### config.mk
export PLATFORM = sky130hd
export DESIGN_NAME = fim_dpram_be
export DESIGN_NICKNAME = d
export VERILOG_FILES = /design/src/rtl/fim_dpram_be.sv
export SDC_FILE = /design/constraint.sdc
export NUM_CORES = 2
export LEC_CHECK = 0
export CELL_PAD_IN_SITES_DETAIL_PLACEMENT = 1
export CELL_PAD_IN_SITES_GLOBAL_PLACEMENT = 2
export CORE_MARGIN = 5
export CORE_UTILIZATION = 49
export CTS_CLUSTER_DIAMETER = 150
export DETAILED_ROUTE_END_ITERATION = 6
export PLACE_DENSITY_LB_ADDON = 0.1
export SYNTH_ARGS = -nofsm -noshare
export SYNTH_HDL_FRONTEND = slang
export SYNTH_SLANG_ARGS = --single-unit
### constraint.sdc
create_clock -name clk -period 5.6 [get_ports clk]
set_input_delay 0.84 -clock clk [delete_from_list [all_inputs] [get_ports clk]]
set_output_delay 0.84 -clock clk [all_outputs]
set_load 0.05 [all_outputs]
### src/rtl/fim_dpram_be.sv
// Simple dual-port RAM with per-byte write enables, 1..3 cycle read latency,
// same-cycle byte-merged write bypass and an optional post-reset clear sequencer.
module fim_dpram_be #(
   parameter int    DATA_WIDTH     = 64,
   parameter int    DEPTH_LOG2     = 5,
   parameter int    READ_LATENCY   = 1,
   parameter string RAM_STYLE      = "AUTO",
   parameter bit    CLEAR_ON_RESET = 1'b1
) (
   input  logic                    clk,
   input  logic                    rst,
   output logic                    init_done,
   input  logic                    w_req,
   input  logic [DEPTH_LOG2-1:0]   w_address,
   input  logic [DATA_WIDTH-1:0]   w_data,
   input  logic [DATA_WIDTH/8-1:0] w_byteen,
   input  logic                    r_req,
   input  logic [DEPTH_LOG2-1:0]   r_address,
   output logic [DATA_WIDTH-1:0]   r_data,
   output logic                    r_valid
);

   localparam int NB    = DATA_WIDTH / 8;
   localparam int DEPTH = 1 << DEPTH_LOG2;

   if (DATA_WIDTH <= 0 || DATA_WIDTH % 8 != 0) begin : g_bad_width
      $error("fim_dpram_be: DATA_WIDTH must be a positive multiple of 8");
   end
   if (READ_LATENCY < 1 || READ_LATENCY > 3) begin : g_bad_latency
      $error("fim_dpram_be: READ_LATENCY must be 1..3");
   end
   if (RAM_STYLE != "AUTO" && RAM_STYLE != "MLAB" && RAM_STYLE != "M20K" &&
       RAM_STYLE != "LUTRAM") begin : g_bad_style
      $error("fim_dpram_be: RAM_STYLE must be AUTO, MLAB, M20K or LUTRAM");
   end

   typedef enum logic {ST_CLEAR, ST_READY} state_t;

   state_t                  state, state_nxt;
   logic [DEPTH_LOG2-1:0]   clr_cnt, clr_cnt_nxt;
   logic                    clr_we;

   always_ff @(posedge clk or posedge rst) begin
      if (rst) begin
         state   <= ST_CLEAR;
         clr_cnt <= '0;
      end else begin
         state   <= state_nxt;
         clr_cnt <= clr_cnt_nxt;
      end
   end

   always_comb begin
      state_nxt   = state;
      clr_cnt_nxt = clr_cnt;
      clr_we      = 1'b0;
      case (state)
         ST_CLEAR: begin
            if (!CLEAR_ON_RESET) begin
               state_nxt = ST_READY;
            end else begin
               clr_we      = 1'b1;
               clr_cnt_nxt = clr_cnt + DEPTH_LOG2'(1);
               if (clr_cnt == '1) state_nxt = ST_READY;
            end
         end
         default: state_nxt = ST_READY;
      endcase
   end

   assign init_done = (state == ST_READY);

   logic                  w_fire, r_fire, mem_we;
   logic [DEPTH_LOG2-1:0] mem_addr;
   logic [DATA_WIDTH-1:0] mem_data;
   logic [NB-1:0]         mem_be;

   assign w_fire   = w_req & init_done;
   assign r_fire   = r_req & init_done;
   assign mem_we   = clr_we | w_fire;
   assign mem_addr = clr_we ? clr_cnt : w_address;
   assign mem_data = clr_we ? '0 : w_data;
   assign mem_be   = clr_we ? '1 : w_byteen;

   (* ramstyle = RAM_STYLE *) logic [DATA_WIDTH-1:0] mem [DEPTH];

   // NOTE: the storage array has no reset so it maps onto a RAM macro; zeroing is the clear FSM's job.
   always_ff @(posedge clk) begin
      if (mem_we) begin
         for (int i = 0; i < NB; i++) begin
            if (mem_be[i]) mem[mem_addr][8*i +: 8] <= mem_data[8*i +: 8];
         end
      end
   end

   // Array output plus same-cycle write bytes travel together; merged only at the output.
   logic [DATA_WIDTH-1:0]   ram_q      [READ_LATENCY];
   logic [DATA_WIDTH-1:0]   byp_data_q [READ_LATENCY];
   logic [NB-1:0]           byp_be_q   [READ_LATENCY];
   logic [READ_LATENCY-1:0] vld_q;

   always_ff @(posedge clk or posedge rst) begin
      if (rst) begin
         vld_q <= '0;
         for (int k = 0; k < READ_LATENCY; k++) begin
            ram_q[k]      <= '0;
            byp_data_q[k] <= '0;
            byp_be_q[k]   <= '0;
         end
      end else begin
         vld_q[0] <= r_fire;
         if (r_fire) begin
            ram_q[0]      <= mem[r_address];
            byp_data_q[0] <= w_data;
            byp_be_q[0]   <= (w_fire && w_address == r_address) ? w_byteen : '0;
         end
         for (int k = 1; k < READ_LATENCY; k++) begin
            vld_q[k] <= vld_q[k-1];
            if (vld_q[k-1]) begin
               ram_q[k]      <= ram_q[k-1];
               byp_data_q[k] <= byp_data_q[k-1];
               byp_be_q[k]   <= byp_be_q[k-1];
            end
         end
      end
   end

   assign r_valid = vld_q[READ_LATENCY-1];

   always_comb begin
      r_data = ram_q[READ_LATENCY-1];
      for (int i = 0; i < NB; i++) begin
         if (byp_be_q[READ_LATENCY-1][i])
            r_data[8*i +: 8] = byp_data_q[READ_LATENCY-1][8*i +: 8];
      end
   end

endmodule
==> run metrics <==
status finished clean; R2R Path End mem[0][13]$_DFFE_PP_; row count 152; via count 42750; clock skew 0.0341 ns; Post-CTS Setup Bufs 0; Tcrit/Tclk final 74.1%; later-pin clock latency in the skew report 0.86 ns; worst vdd ir 0.000334 V; synthesis-to-finish area growth 14.0%; synthesized area 84500 sq um; max-slew violations 0; reg-to-reg startpoint init_done$_DFF_PP0_; root buffer cell clkbuf_16; Overall Global Routing Usage 26.3%; Fill cells 14731; first-pass GRT wire length 338000 um; Crit Path Class flop to flop; CTS tree yes; Final Hold Viols 0; die width 425 um; Initial Util 49.3%; Netlist cell types 38; Cell Pwr Density 361 nW/um^2; Max Buffers Root-to-Sink 3; die area 181000 sq um; NumNets Final 4465; Leak Pwr 30.6 nW; WHS 0.409 ns; nature of the critical path endpoint flop; Slew HR 8.48%; largest net degree at the start of global routing 81; Synth Area per Inst 20.6 sq um; Critical Path RT 6.05 ns; Final Critical Period 4.15 ns; max cap viols 0; cells on worst reg2reg path 3; number of global-route vias before repair 44981; TritonRoute pass-1 iters 5; WL final 237000 um; post-cts sizing count 0; Core Area 172000 sq um; Mapped Cells 4098; WL/cell 34.4 um; count of input and output buffers 151; register area 65100 sq um; # DRC 0; Via density 6.21; reg2reg setup slack 1.45 ns; Max FO, Critical Path 43; TritonCTS buffer count 218; die height 425 um; clock transition at the registers of the reported paths 0.06 ns; synthesized flop and latch total 2191; Least-Margin Pin Slew 1.37 ns; unrepaired setup endpoints after global routing no; Net Count, Synth 4186; multi-input combinational cell area 18200 sq um; Routability Congestion 0.801; H-tree levels 4; Num Clock Sinks 2191; HP Class input pin to asynchronous set/reset pin; Finish-stage setup viols 0; Seq/Total Area, Yosys 77.0%; initial antenna violation count 9; hold_buf cts 0; warnings from Yosys 0; number of I/O pins 152; fin util 56.1%; Routed Antenna Nets 0; crit path DAT 4.60 ns; startpoint types flop; DR iter-0 viols 4692; Setup TNS 0 ns; share of layout cells above drive strength 1 24.0%; Achievable Freq 241 MHz; dpl hpwl 147000 um; Overflow after GRT 0
## kinds of logic (layout without fill, tap and decap cells)
| kind of cell | Yosys count | count (layout) | share of synthesized area, % |
|---|---|---|---|
| adders and majority gates | 2 | 2 | 0.0296 |
| other | 0 | 5 | 0 |
| xor gates and xnor gates | 8 | 8 | 0.0829 |
| and+or+nand+nor | 597 | 597 | 3.01 |
| buffers and inverters | 262 | 735 | 1.56 |
| AOI/OAI and AO/OA | 458 | 458 | 3.75 |
| muxes | 580 | 580 | 14.6 |
| DFF | 2191 | 2191 | 77.0 |
## synthesized netlist by cell type (all sizes together)
cell type	instances	share of area [%]
a21boi	8	0.071
a21oi	60	0.36
a22o	8	0.083
a22oi	112	1.0
and2	65	0.48
and3	1	0.0074
buf	114	0.90
clkbuf	142	0.63
dfrtp	143	4.2
edfxtp	2048	73
ha	2	0.030
inv	6	0.027
mux2	67	0.89
mux2i	1	0.012
mux4	512	14
nand2	220	0.98
nand2b	5	0.037
nand3	22	0.13
nand3b	6	0.053
nand4	1	0.0074
nand4b	1	0.010
nor2	258	1.1
nor2b	2	0.015
o21ai	65	0.38
o221ai	56	0.58
o22a	56	0.58
o22ai	88	0.65
o32ai	5	0.052
or2	2	0.015
or3	1	0.0074
or3b	5	0.052
or4	8	0.071
xnor2	8	0.083
## per-layer routing
metal,wire [um],track usage (%),vias to the layer above
li1,-,-,17502
met1,97200,37.2,23269
met2,116000,42.7,1607
met3,15400,4.11,370
met4,7960,8.48,2
met5,13,0,-
## placed cells by master, fill, tap and decap left out, types with 7 or more instances in the layout
cell type	count
edfxtp_1	2048
mux4_2	512
nor2_1	253
clkbuf_16	221
nand2_1	218
clkdlybuf4s50_1	146
buf_4	145
dfrtp_1	142
a22oi_1	112
o22ai_1	88
mux2_2	67
and2_1	64
a21oi_1	60
o221ai_1	56
o22a_1	56
clkinv_1	56
o21ai_1	51
clkinv_2	48
clkbuf_1	38
nand3_1	22
bufinv_16	19
buf_12	16
o21ai_0	14
clkbuf_8	9
xnor2_1	8
or4_1	8
a22o_1	8
a21boi_2	7
clkinvlp_4	7
## worst max path at each step
stage                                    from                      end  slack (ns)  cells after the start
after floorplan                           rst  byp_be_q[0]$_DFFE_PP0P_        0.92                      1
after global placement           w_address[3]    mem[14][48]$_DFFE_PP_        1.01                      6
after detailed placement         w_address[3]      mem[0][8]$_DFFE_PP_        0.95                      5
after CTS                 init_done$_DFF_PP0_                init_done        1.58                      2
after global routing      init_done$_DFF_PP0_     mem[0][13]$_DFFE_PP_        1.39                      3
final                     init_done$_DFF_PP0_     mem[0][13]$_DFFE_PP_        1.45                      3
## flip-flops by register name, indices dropped and copies added, names as in the netlist
| register | count |
|---|---|
| mem | 2048 |
| byp_data_q | 64 |
| ram_q | 64 |
| byp_be_q | 8 |
| clr_cnt | 5 |
| init_done | 1 |
| r_valid | 1 |
## through the flow
step / worst slack [ns] / power [W] / instances / cell area, sq um
2_1_floorplan: 0.922 / 0.0197 / 4098 / 84500
3_3_place_gp: 1.01 / 0.0206 / 6464 / 89100
5_1_grt: 1.39 / 0.0359 / 6883 / 96300
6_report: 1.45 / 0.0348 / 6886 / 96300
4_1_cts: 1.58 / 0.0350 / 6881 / 96300
3_5_place_dp: 0.955 / 0.0206 / 6467 / 89200
## power by group
part	internal [W]	switching, W	total, W
clock	0.00822	0.00627	0.0145
combinational	0.000754	0.00140	0.00216
sequential	0.0180	0.0000883	0.0181
total	0.0270	0.00776	0.0348
## worst max-delay path, cell delays in order (launching register included)
cell,delay (ns)
dfrtp_4,0.73
o32ai_1,0.97
nand3_1,0.85
nor2_1,1.18
## final cells by class
| cell class | instances | share of cell area, % |
|---|---|---|
| flip-flops and latches | 2191 | 67.6 |
| multi-input cells | 1645 | 18.9 |
| clock buffers | 267 | 6.01 |
| repair buffers | 315 | 3.09 |
| well taps | 2310 | 3.00 |
| clock inverters | 147 | 1.35 |
| inverters | 6 | 0.0390 |
| diodes | 5 | 0.0130 |
No activity file was read; power rests on OpenSTA's default activity.
